### src/rtl/cnn_pkg.sv
// rtl/cnn_pkg.sv - shared image geometry and loader state encoding for the cnn image buffer
package cnn_pkg;

    localparam int IMG_W  = 128;
    localparam int IMG_H  = 128;
    localparam int PIX_W  = 8;
    localparam int ADDR_W = 14;

    typedef enum logic [1:0] {
        WAIT_SOF = 2'd0,
        LOAD     = 2'd1,
        FULL     = 2'd2
    } loader_state_e;

endpackage

### src/rtl/raster_counter.sv
// rtl/raster_counter.sv - col/row raster position with clear/start/increment and linear address
module raster_counter #(
    parameter int IMG_W  = cnn_pkg::IMG_W,
    parameter int IMG_H  = cnn_pkg::IMG_H,
    parameter int ADDR_W = cnn_pkg::ADDR_W
) (
    input  logic              clk,
    input  logic              rst,
    input  logic              clear,
    input  logic              start,
    input  logic              inc,
    output logic              last_col,
    output logic              last_pix,
    output logic [ADDR_W-1:0] addr
);

    localparam int COL_W = $clog2(IMG_W);
    localparam int ROW_W = $clog2(IMG_H);

    logic [COL_W-1:0] col_q, col_d;
    logic [ROW_W-1:0] row_q, row_d;

    assign last_col = (col_q == COL_W'(IMG_W - 1));
    assign last_pix = last_col && (row_q == ROW_W'(IMG_H - 1));
    assign addr     = ADDR_W'(row_q) * ADDR_W'(IMG_W) + ADDR_W'(col_q);

    // Next position: clear wins, start places the counter just after pixel (0,0), inc walks the raster.
    always_comb begin
        col_d = col_q;
        row_d = row_q;
        if (clear) begin
            col_d = '0;
            row_d = '0;
        end else if (start) begin
            col_d = COL_W'(1);
            row_d = '0;
        end else if (inc) begin
            if (last_col) begin
                col_d = '0;
                row_d = row_q + ROW_W'(1);
            end else begin
                col_d = col_q + COL_W'(1);
            end
        end
    end

    // Position register.
    always_ff @(posedge clk) begin
        if (rst) begin
            col_q <= '0;
            row_q <= '0;
        end else begin
            col_q <= col_d;
            row_q <= row_d;
        end
    end

endmodule

### src/rtl/image_frame_loader.sv
// rtl/image_frame_loader.sv - pixel stream to image memory writer with framing checks and frame hold
module image_frame_loader #(
    parameter int IMG_W  = cnn_pkg::IMG_W,
    parameter int IMG_H  = cnn_pkg::IMG_H,
    parameter int PIX_W  = cnn_pkg::PIX_W,
    parameter int ADDR_W = cnn_pkg::ADDR_W
) (
    input  logic              clk,
    input  logic              rst,
    input  logic              s_valid,
    output logic              s_ready,
    input  logic [PIX_W-1:0]  s_data,
    input  logic              s_sof,
    input  logic              s_eol,
    output logic              mem_we,
    output logic [ADDR_W-1:0] mem_addr,
    output logic [15:0]       mem_wdata,
    output logic              frame_ready,
    input  logic              frame_release,
    output logic              err_sof,
    output logic              err_line,
    output logic [7:0]        frame_count
);

    import cnn_pkg::*;

    loader_state_e     state_q, state_d;
    logic              s_ready_q, s_ready_d;
    logic              mem_we_q, mem_we_d;
    logic [ADDR_W-1:0] mem_addr_q, mem_addr_d;
    logic [15:0]       mem_wdata_q, mem_wdata_d;
    logic              err_sof_q, err_sof_d;
    logic              err_line_q, err_line_d;
    logic              frame_ready_q, frame_ready_d;
    logic [7:0]        frame_count_q, frame_count_d;

    logic              cnt_clear, cnt_start, cnt_inc;
    logic              cnt_last_col, cnt_last_pix;
    logic [ADDR_W-1:0] cnt_addr;
    logic              accept;

    raster_counter #(
        .IMG_W (IMG_W),
        .IMG_H (IMG_H),
        .ADDR_W(ADDR_W)
    ) u_raster (
        .clk     (clk),
        .rst     (rst),
        .clear   (cnt_clear),
        .start   (cnt_start),
        .inc     (cnt_inc),
        .last_col(cnt_last_col),
        .last_pix(cnt_last_pix),
        .addr    (cnt_addr)
    );

    assign accept      = s_valid && s_ready_q;
    assign s_ready     = s_ready_q;
    assign mem_we      = mem_we_q;
    assign mem_addr    = mem_addr_q;
    assign mem_wdata   = mem_wdata_q;
    assign err_sof     = err_sof_q;
    assign err_line    = err_line_q;
    assign frame_ready = frame_ready_q;
    assign frame_count = frame_count_q;

    // Loader FSM: framing checks on each accepted beat decide write, error pulse and raster update.
    always_comb begin
        state_d       = state_q;
        mem_we_d      = 1'b0;
        mem_addr_d    = mem_addr_q;
        mem_wdata_d   = {{(16 - PIX_W){1'b0}}, s_data};
        err_sof_d     = 1'b0;
        err_line_d    = 1'b0;
        frame_count_d = frame_count_q;
        cnt_clear     = 1'b0;
        cnt_start     = 1'b0;
        cnt_inc       = 1'b0;
        if (!mem_we_d) begin
            mem_wdata_d = mem_wdata_q;
        end

        case (state_q)
            WAIT_SOF: begin
                if (accept) begin
                    if (s_sof) begin
                        mem_we_d    = 1'b1;
                        mem_addr_d  = '0;
                        mem_wdata_d = {{(16 - PIX_W){1'b0}}, s_data};
                        cnt_start   = 1'b1;
                        state_d     = LOAD;
                    end else begin
                        err_sof_d = 1'b1;
                    end
                end
            end
            LOAD: begin
                if (accept) begin
                    if (s_sof) begin
                        // A fresh SOF mid-frame restarts the frame with this beat as pixel (0,0).
                        err_sof_d   = 1'b1;
                        mem_we_d    = 1'b1;
                        mem_addr_d  = '0;
                        mem_wdata_d = {{(16 - PIX_W){1'b0}}, s_data};
                        cnt_start   = 1'b1;
                    end else if (s_eol != cnt_last_col) begin
                        err_line_d = 1'b1;
                        cnt_clear  = 1'b1;
                        state_d    = WAIT_SOF;
                    end else begin
                        mem_we_d    = 1'b1;
                        mem_addr_d  = cnt_addr;
                        mem_wdata_d = {{(16 - PIX_W){1'b0}}, s_data};
                        if (cnt_last_pix) begin
                            cnt_clear     = 1'b1;
                            frame_count_d = frame_count_q + 8'd1;
                            state_d       = FULL;
                        end else begin
                            cnt_inc = 1'b1;
                        end
                    end
                end
            end
            FULL: begin
                if (frame_release) begin
                    state_d = WAIT_SOF;
                end
            end
            default: begin
                state_d = WAIT_SOF;
            end
        endcase
    end

    // Status outputs lag the state by one cycle so frame_ready follows the final write strobe.
    always_comb begin
        s_ready_d     = (state_d != FULL);
        frame_ready_d = (state_q == FULL) && !frame_release;
    end

    // State, registered write port and status register.
    always_ff @(posedge clk) begin
        if (rst) begin
            state_q       <= WAIT_SOF;
            s_ready_q     <= 1'b0;
            mem_we_q      <= 1'b0;
            mem_addr_q    <= '0;
            mem_wdata_q   <= '0;
            err_sof_q     <= 1'b0;
            err_line_q    <= 1'b0;
            frame_ready_q <= 1'b0;
            frame_count_q <= 8'd0;
        end else begin
            state_q       <= state_d;
            s_ready_q     <= s_ready_d;
            mem_we_q      <= mem_we_d;
            mem_addr_q    <= mem_addr_d;
            mem_wdata_q   <= mem_wdata_d;
            err_sof_q     <= err_sof_d;
            err_line_q    <= err_line_d;
            frame_ready_q <= frame_ready_d;
            frame_count_q <= frame_count_d;
        end
    end

endmodule
### config.mk
export PLATFORM = sky130hd
export DESIGN_NAME = image_frame_loader
export DESIGN_NICKNAME = d
export VERILOG_FILES = /design/src/rtl/cnn_pkg.sv /design/src/rtl/raster_counter.sv /design/src/rtl/image_frame_loader.sv
export SDC_FILE = /design/constraint.sdc
export NUM_CORES = 1
export LEC_CHECK = 0
export CELL_PAD_IN_SITES_DETAIL_PLACEMENT = 1
export CELL_PAD_IN_SITES_GLOBAL_PLACEMENT = 1
export CORE_MARGIN = 2
export CORE_UTILIZATION = 37
export CTS_CLUSTER_DIAMETER = 100
export DETAILED_ROUTE_END_ITERATION = 6
export HOLD_SLACK_MARGIN = 0.08
export PLACE_DENSITY_LB_ADDON = 0.1
export SLEW_MARGIN = 5
export SYNTH_ARGS = -nofsm -noshare
export SYNTH_HDL_FRONTEND = slang
export SYNTH_HIERARCHICAL = 1
export SYNTH_SLANG_ARGS = --single-unit
export TNS_END_PERCENT = 1
### constraint.sdc
create_clock -name clk -period 3.1 [get_ports clk]
set_input_delay 0.62 -clock clk [delete_from_list [all_inputs] [get_ports clk]]
set_output_delay 0.62 -clock clk [all_outputs]
set_load 0.01 [all_outputs]
==> impl_metrics.yaml <==
clocking:
  clockRootBuffer: "clkbuf_8"
  clk-insertion-delay-late_ps: 310
  tritoncts: "done"
  clk_transition_reported_paths_ps: 100
  cts_hold_repair.buffers: 0
  cts-root-to-sink-buffers: 2
  cts-htree-levels: 2
  cts_sinks: 51
  cts_bufs_inserted: 5
  post-cts-setup-buffers: 0
  post_cts_sizing: 0
grt:
  grt.total_usage: 0.163
  number_of_global_route_vias_before_repair: 1956
  grt_pass1_wl_mm: 9.41
  antenna_found_initial: 0
  total_global_routing_overflow: 0
  grt_start_max_net_pins: 42
yosys:
  synthesis.area_um2: 2360
  yosys-mux-area-fraction: 0.110
  synthesis.area_per_instance_um2: 8.94
  synthCells: 264
  yosys.area_share.adder: 0.0159
  synth_warnings: 6
  simple_gate_fraction_of_synth_area: 0.279
  synth_sequential_area_ratio: 0.432
  synth-seq-cells: 51
  synth_cell_type_count: 32
  largest_family_of_logic_cells_by_synthesized_area: "simple AND/OR/NAND/NOR gates"
  synth-compound-area-share: 0.0827
  synthXorXnorAreaFrac: 0.0223
floorplan:
  design.die.area_um2: 7040
  die_h_um: 83.9
  die_x_um: 83.9
  design.core.area_um2: 6280
  core.rowCount: 29
  pin_count: 57
  starting_density_of_the_core: 0.376
final_layout:
  number_of_antenna_cells_inserted: 0
  final_nets: 331
  layout-area-overhead-vs-synth_pct: 28.0
  final.fill_count: 748
  ff_latch_area_um2: 1020
  drive_above_1_share: 0.0667
  final_util: 0.481
  footprint_of_the_multi_input_gates_um2: 1240
sta:
  worst-slew-pin-transition_ps: 618
  timing.setup.tns_ps: 0
  slew-limit-headroom: 0.585
  number_of_failing_hold_endpoints_at_the_final_stage: 0
  grt_setup_unrepaired: "false"
  max_freq_mhz: 393
  period_needed_ps: 2550
  postLayoutSetupSlackWorst_ps: 552
  timing.final.crit_share: 0.822
  setup_violations: 0
  timing.clock.skew_ps: 6.67
  final_max_slew_viol_count: 0
min_path:
  min_path_type: "flip-flop to flip-flop"
  worst_min_delay_path_startpoint: "mem_wdata[2]"
run_status:
  run_status: "finished, final reports clean"
route:
  drt-total-wl_mm: 5.59
  remaining_drc_errors: 0
  firstDrtPassIters: 4
  route.detailed.vias_per_inst: 5.12
  dr_total_vias: 2008
  average_wire_length_per_cell_after_detail_routing_um: 14.3
  drt_first_iter_violations: 74
  number_of_routed_nets_with_antenna_violations: 0
placement:
  finalWeightedCongestion: 0.780
  preCtsSetupSlack_ps: 354
  port_buffer_cells: 48
  dp_hpwl_mm: 4.02
setup_path:
  max_fo_critical_path: 9
  setup.worst_path.start: "u_raster/col_q[0]"
  reg2reg_from: "u_raster/col_q[0]"
  r2r_cells: 9
  crit_type: "flip-flop to flip-flop"
  worstSetupStartpointType: "flip-flop"
  r2r_slack_ps: 550
  worst-endpoint-required_ps: 3350
  regToRegEndpoint: "u_raster/row_q[3]"
  critical_path.endpoint_type: "flip-flop"
  worst_setup_path_endpoint: "u_raster/row_q[3]"
  worst_ep_arrival_time_ps: 2790
power:
  cellPowerDensity_nw_per_um2: 407
  vdd_ir_drop_max_mv: 0.195
  power_leakage_nw: 1.03
job:
  drv.max_cap_violation_count: 0
[cell usage in the layout, fill, tap and decap left out, types with 2 or more instances in the layout]
master / count
or4_1: 4
or3_1: 10
conb_1: 8
nand2_1: 23
ha_1: 3
clkbuf_8: 5
mux2i_1: 26
nor3_1: 4
nor2b_1: 3
and3_1: 2
dfxtp_1: 51
nor2_1: 11
inv_1: 4
o31ai_1: 4
nand2b_1: 33
nand4_2: 2
nor4_1: 4
a211oi_1: 2
o21ai_0: 12
a22oi_1: 2
nand3_1: 12
nand4_1: 4
clkdlybuf4s50_1: 48
buf_4: 8
xor2_1: 5
a21oi_1: 15
[through the flow]
step           hold slack (ps)  std cells  area (um^2)  total power, mW
6_report                   476        392         3020             1.23
3_5_place_dp               465        384         2910            0.769
5_1_grt                    505        392         3020             1.28
3_3_place_gp               458        384         2910            0.768
2_1_floorplan              435        271         2390            0.737
4_1_cts                    485        392         3020             1.24
[routing by layer]
metal | track usage | part of all wire
met1 | 0.226 | 0.51
met2 | 0.258 | 0.45
met3 | 0.0336 | 0.037
met4 | 0.0396 | 0.010
met5 | 0 | 0
[worst min path at each step]
stage | end | slack [ps] | cells past startpoint
2_1_floorplan | mem_addr[3] | 430 | 2
3_3_place_gp | mem_wdata[3] | 460 | 2
3_5_place_dp | mem_addr[3] | 460 | 2
4_1_cts | mem_wdata[2] | 480 | 2
5_1_grt | mem_addr[8] | 510 | 2
6_report | mem_wdata[2] | 480 | 2
[flip-flops by register name, indices dropped and copies added (netlist names)]
name and flops:
s_ready 1, frame_count 8, u_raster/col_q 7, err_sof 1, err_line 1, frame_ready 1
mem_wdata 8, mem_addr 14, mem_we 1, u_raster/row_q 7, state_q 2
[logic make-up (layout without fill, tap and decap cells)]
kind of cell    after synthesis  count (layout)
simple gates                118             118
flops                        51              51
compound gates               35              35
mux                          26              26
buf+inv                      24              68
xor+xnor                      6               6
fa+ha+maj                     3               3
other cells                   1               8
[Yosys cell counts (all sizes together)]
library cell  number  area [um^2]
conb               1         3.75
xor2               5         43.8
nor2              12         45.0
nand4              6         50.0
mux2i             26          260
ha                 3         37.5
or4                4         30.0
nor2b              3         18.8
xnor2              1         8.76
o31ai              4         30.0
or2                1         6.26
nor4               4         25.0
o21ai             12         60.1
nand2             23         86.3
a21oi             15         75.1
buf               14         95.1
and3b              1         8.76
or3               10         62.6
nand3             12         60.1
clkbuf             6         22.5
and2b              1         7.51
and3               2         12.5
nand2b            33          206
and2               1         6.26
a22oi              2         15.0
dfxtp             51         1020
nor3b              1         12.5
nor3               4         20.0
inv                4         15.0
a211oi             2         15.0
[power breakdown]
group,switching (mW),internal [mW]
logic,0.0422,0.0445
registers,0.00496,0.661
clock network,0.237,0.241
total,0.284,0.947
[cell type report]
cell class,count,share of cell area
clock buffers,5,0.0228
clock inverters,3,0.0145
inverters,4,0.00497
multi-input cells,196,0.409
flip-flops and latches,51,0.338
well taps,77,0.0319
repair buffers,56,0.179
[worst max-delay path, cell delays in order (launching register included)]
cell	delay, ps
dfxtp_1	460
ha_1	310
nand3_1	150
nor2_1	290
xor2_1	130
nor3_1	150
buf_4	190
nand3_1	170
or4_1	500
a21oi_1	140
Note: power is estimated with default switching activity, not from simulation.
==> patch 1: new RTL, same flow settings <==
Encoding of `loader_state_e`: now one-hot (3 bits for 3 states).
--- a/src/rtl/cnn_pkg.sv
+++ b/src/rtl/cnn_pkg.sv
@@ -7,8 +7,8 @@
     localparam int ADDR_W = 14;
 
-    typedef enum logic [1:0] {
-        WAIT_SOF = 2'd0,
-        LOAD     = 2'd1,
-        FULL     = 2'd2
+    typedef enum logic [2:0] {
+        WAIT_SOF = 3'b001,
+        LOAD     = 3'b010,
+        FULL     = 3'b100
     } loader_state_e;
 
Check against the original RTL: no difference found for any inputs over 10 cycles, from zero or initial values and one cycle with rst high; not proved beyond that.
==> patch 1 against the original RTL <==
Setup slack got worse by 0.22 ns. Global-route usage up 1.2 points. Core utilization increased by 1.9 points. Clock skew up 0.0010 ns. Wire length is 5.3% higher. Synthesized area decreased by 0.79%. Sequential cell count up 1. Cell area down 0.21%. Total power decreased by 6.0%. Highest routed layer unchanged.
==> patch 1: results (changes against the original RTL) <==
Status - finished clean
Layout Nets - 344 (+3.9%)
Placed insts - 395 (+2.9%)
First-pass GRT wire length - 10.05 mm (+6.8%)
Static leakage - 0.001029 µW (about the same)
Pre-CTS WS - 0.06006 ns (-0.2938 ns)
VDD IR max - 178.8 µV (-8.1%)
Synth Area in XOR/XNOR - 2.618% (+0.39 points)
WL/cell - 14.60 µm (+2.4%)
Skew final - 0.007673 ns (+0.001001 ns)
Gpl congestion - 0.8130 (+4.3%)
Combinational share of power - 7.5% (+0.5 points)
Vias in the first global route - 2,058 (+5.2%)
Placed cell area - 2928 µm² (+0.65%)
Post-Synth Adder-Cell Area - 1.603% (+0.013 points)
Netlist cell types - 35 (+9.4%)
Util after Layout - 50.04% (+1.9 points)
Global Route Usage Sum - 17.41% (+1.2 points)
Crit path largest cell delay - 0.52 ns (+0.02 ns)
Pin count of the biggest net entering global routing - 33 (-21%)
Commonest cells post-synth - nand2_1, dfxtp_1, mux2i_1
WL final - 5.883 mm (+5.3%)
Compound-Gate Fraction of Synth Area - 9.722% (+1.5 points)
DP HPWL - 4.267 mm (+6.2%)
Crit path DAT - 3.01 ns (+0.22 ns)
==> patch 1: area by class of cell <==
cell class,instances,area share [%]
flip-flops and latches,52,34.52
clock buffers,5,2.282
inverters,6,0.7469
well taps,75,3.112
multi-input cells,201,39.54
repair buffers,61,19.17
clock inverters,3,0.6224
==> patch 1: logic make-up after synthesis <==
family,after synthesis
AO/OA/AOI/OAI,40
AND/OR/NAND/NOR,117
flip-flops,52
other,1
multiplexers,26
adder cells (fa/ha/maj),3
XOR/XNOR,7
buffers and inverters,27
==> patch 1: path summary, 6_finish.rpt <==
kind	start	end	slack [ns]	depth (start not counted)
max reg2reg	u_raster/col_q[1]	frame_count[5]	0.39	9
min	mem_addr[7]	mem_addr[7]	0.46	2
max	s_sof	u_raster/row_q[3]	0.34	8
min reg2reg	mem_addr[7]	mem_addr[7]	0.46	2
==> patch 1: routing by layer <==
metal  wire, µm  global-route usage [%]
met5          0                       0
met2       2634                   27.27
met3        189                   3.165
met1       2996                   24.38
met4         63                   5.279
==> patch 2: new RTL, same settings <==
Without the edit above. Change the package constant `PIX_W` from 8 to 6.
--- a/src/rtl/cnn_pkg.sv
+++ b/src/rtl/cnn_pkg.sv
@@ -4,5 +4,5 @@
     localparam int IMG_W  = 128;
     localparam int IMG_H  = 128;
-    localparam int PIX_W  = 8;
+    localparam int PIX_W  = 6;
     localparam int ADDR_W = 14;
 
Ports: changed (resized s_data); port bits go from 57 to 55. The function was not compared with the original's and may differ.
==> patch 2 against the original RTL <==
Wire length down 3.9%. Die area down 3.2%. Largest power group unchanged. Count of clock-buffer cells in the layout unchanged. Total power down 10%. Synthesized area down 3.3%. Cell area down 4.4%. Setup slack better by 0.039 ns. Sequential cell count down 2.
==> patch 2: results (changes against the original RTL) <==
Worst r2r path cells - 8 (-1)
Hold worst-path end - mem_addr[12]
Worst Tran Pin Value - 0.5657 ns (-0.05256 ns)
Commonest cells post-synth - dfxtp_1, nand2b_1, mux2i_1
First-pass GRT wire length - 8.687 mm (-7.7%)
Layout cells sized above 1 - 7.190% (+0.52 points)
Synth Area in XOR/XNOR - 2.303% (+0.077 points)
Placed insts - 373 (-2.9%)
Skew final - 0.009819 ns (+0.003146 ns)
Min-Delay Startpoint - mem_addr[12]
VDD IR max - 190.6 µV (-2.0%)
Static leakage - 0.0009855 µW (-4.2%)
Pre-CTS WS - 0.3444 ns (-0.009436 ns)
Cell-internal power - 835.0 µW (-12%)
Flop+latch power - 639 µW (-4.1%)
Clk power - 389 µW (-19%)
IO buf count - 44 (-8.3%)
Compound-Gate Fraction of Synth Area - 8.553% (+0.29 points)
Area taken by multi-input logic gates - 1199 µm² (-3.0%)
Placed cell area - 2796 µm² (-3.9%)
Reg2Reg Setup Slack - 0.59 ns (+0.04 ns)
WL final - 5.371 mm (-3.9%)
Status - finished clean
Layout Nets - 320 (-3.3%)
Initial DRC Count - 52 (-30%)
Global Route Usage Sum - 16.72% (+0.46 points)
CP max FO - 11 (+2)
Syn_area_per_cell - 8.880 µm² (-0.71%)
==> patch 2: cell types whose count changed after synthesis, sizes merged <==
cell and delta:
clkbuf -1, buf +2, dfxtp -2, mux2i -2, nand2b -4
==> patch 2: tightest hold or removal path, stage by stage, from the launching register on <==
cell and delay (ns):
dfxtp_1 0.33, nand2b_1 0.06, mux2i_1 0.05
==> patch 2: final cells by class <==
| cell class | instances | area share (%) |
|---|---|---|
| Timing Repair Buffer | 53 | 17.59 |
| Sequential cell | 49 | 33.97 |
| Multi-Input combinational cell | 192 | 41.51 |
| Inverter | 4 | 0.5199 |
| Clock buffer | 5 | 2.383 |
| Tap cell | 75 | 3.250 |
| Clock inverter | 3 | 0.7799 |
==> patch 2: routing by layer <==
layer	vias to the layer above	GRT usage, %	routed length, µm
li1	970	-	-
met1	939	21.99	2634
met2	43	27.02	2409
met3	6	4.891	281
met4	0	3.934	45
met5	-	0	0
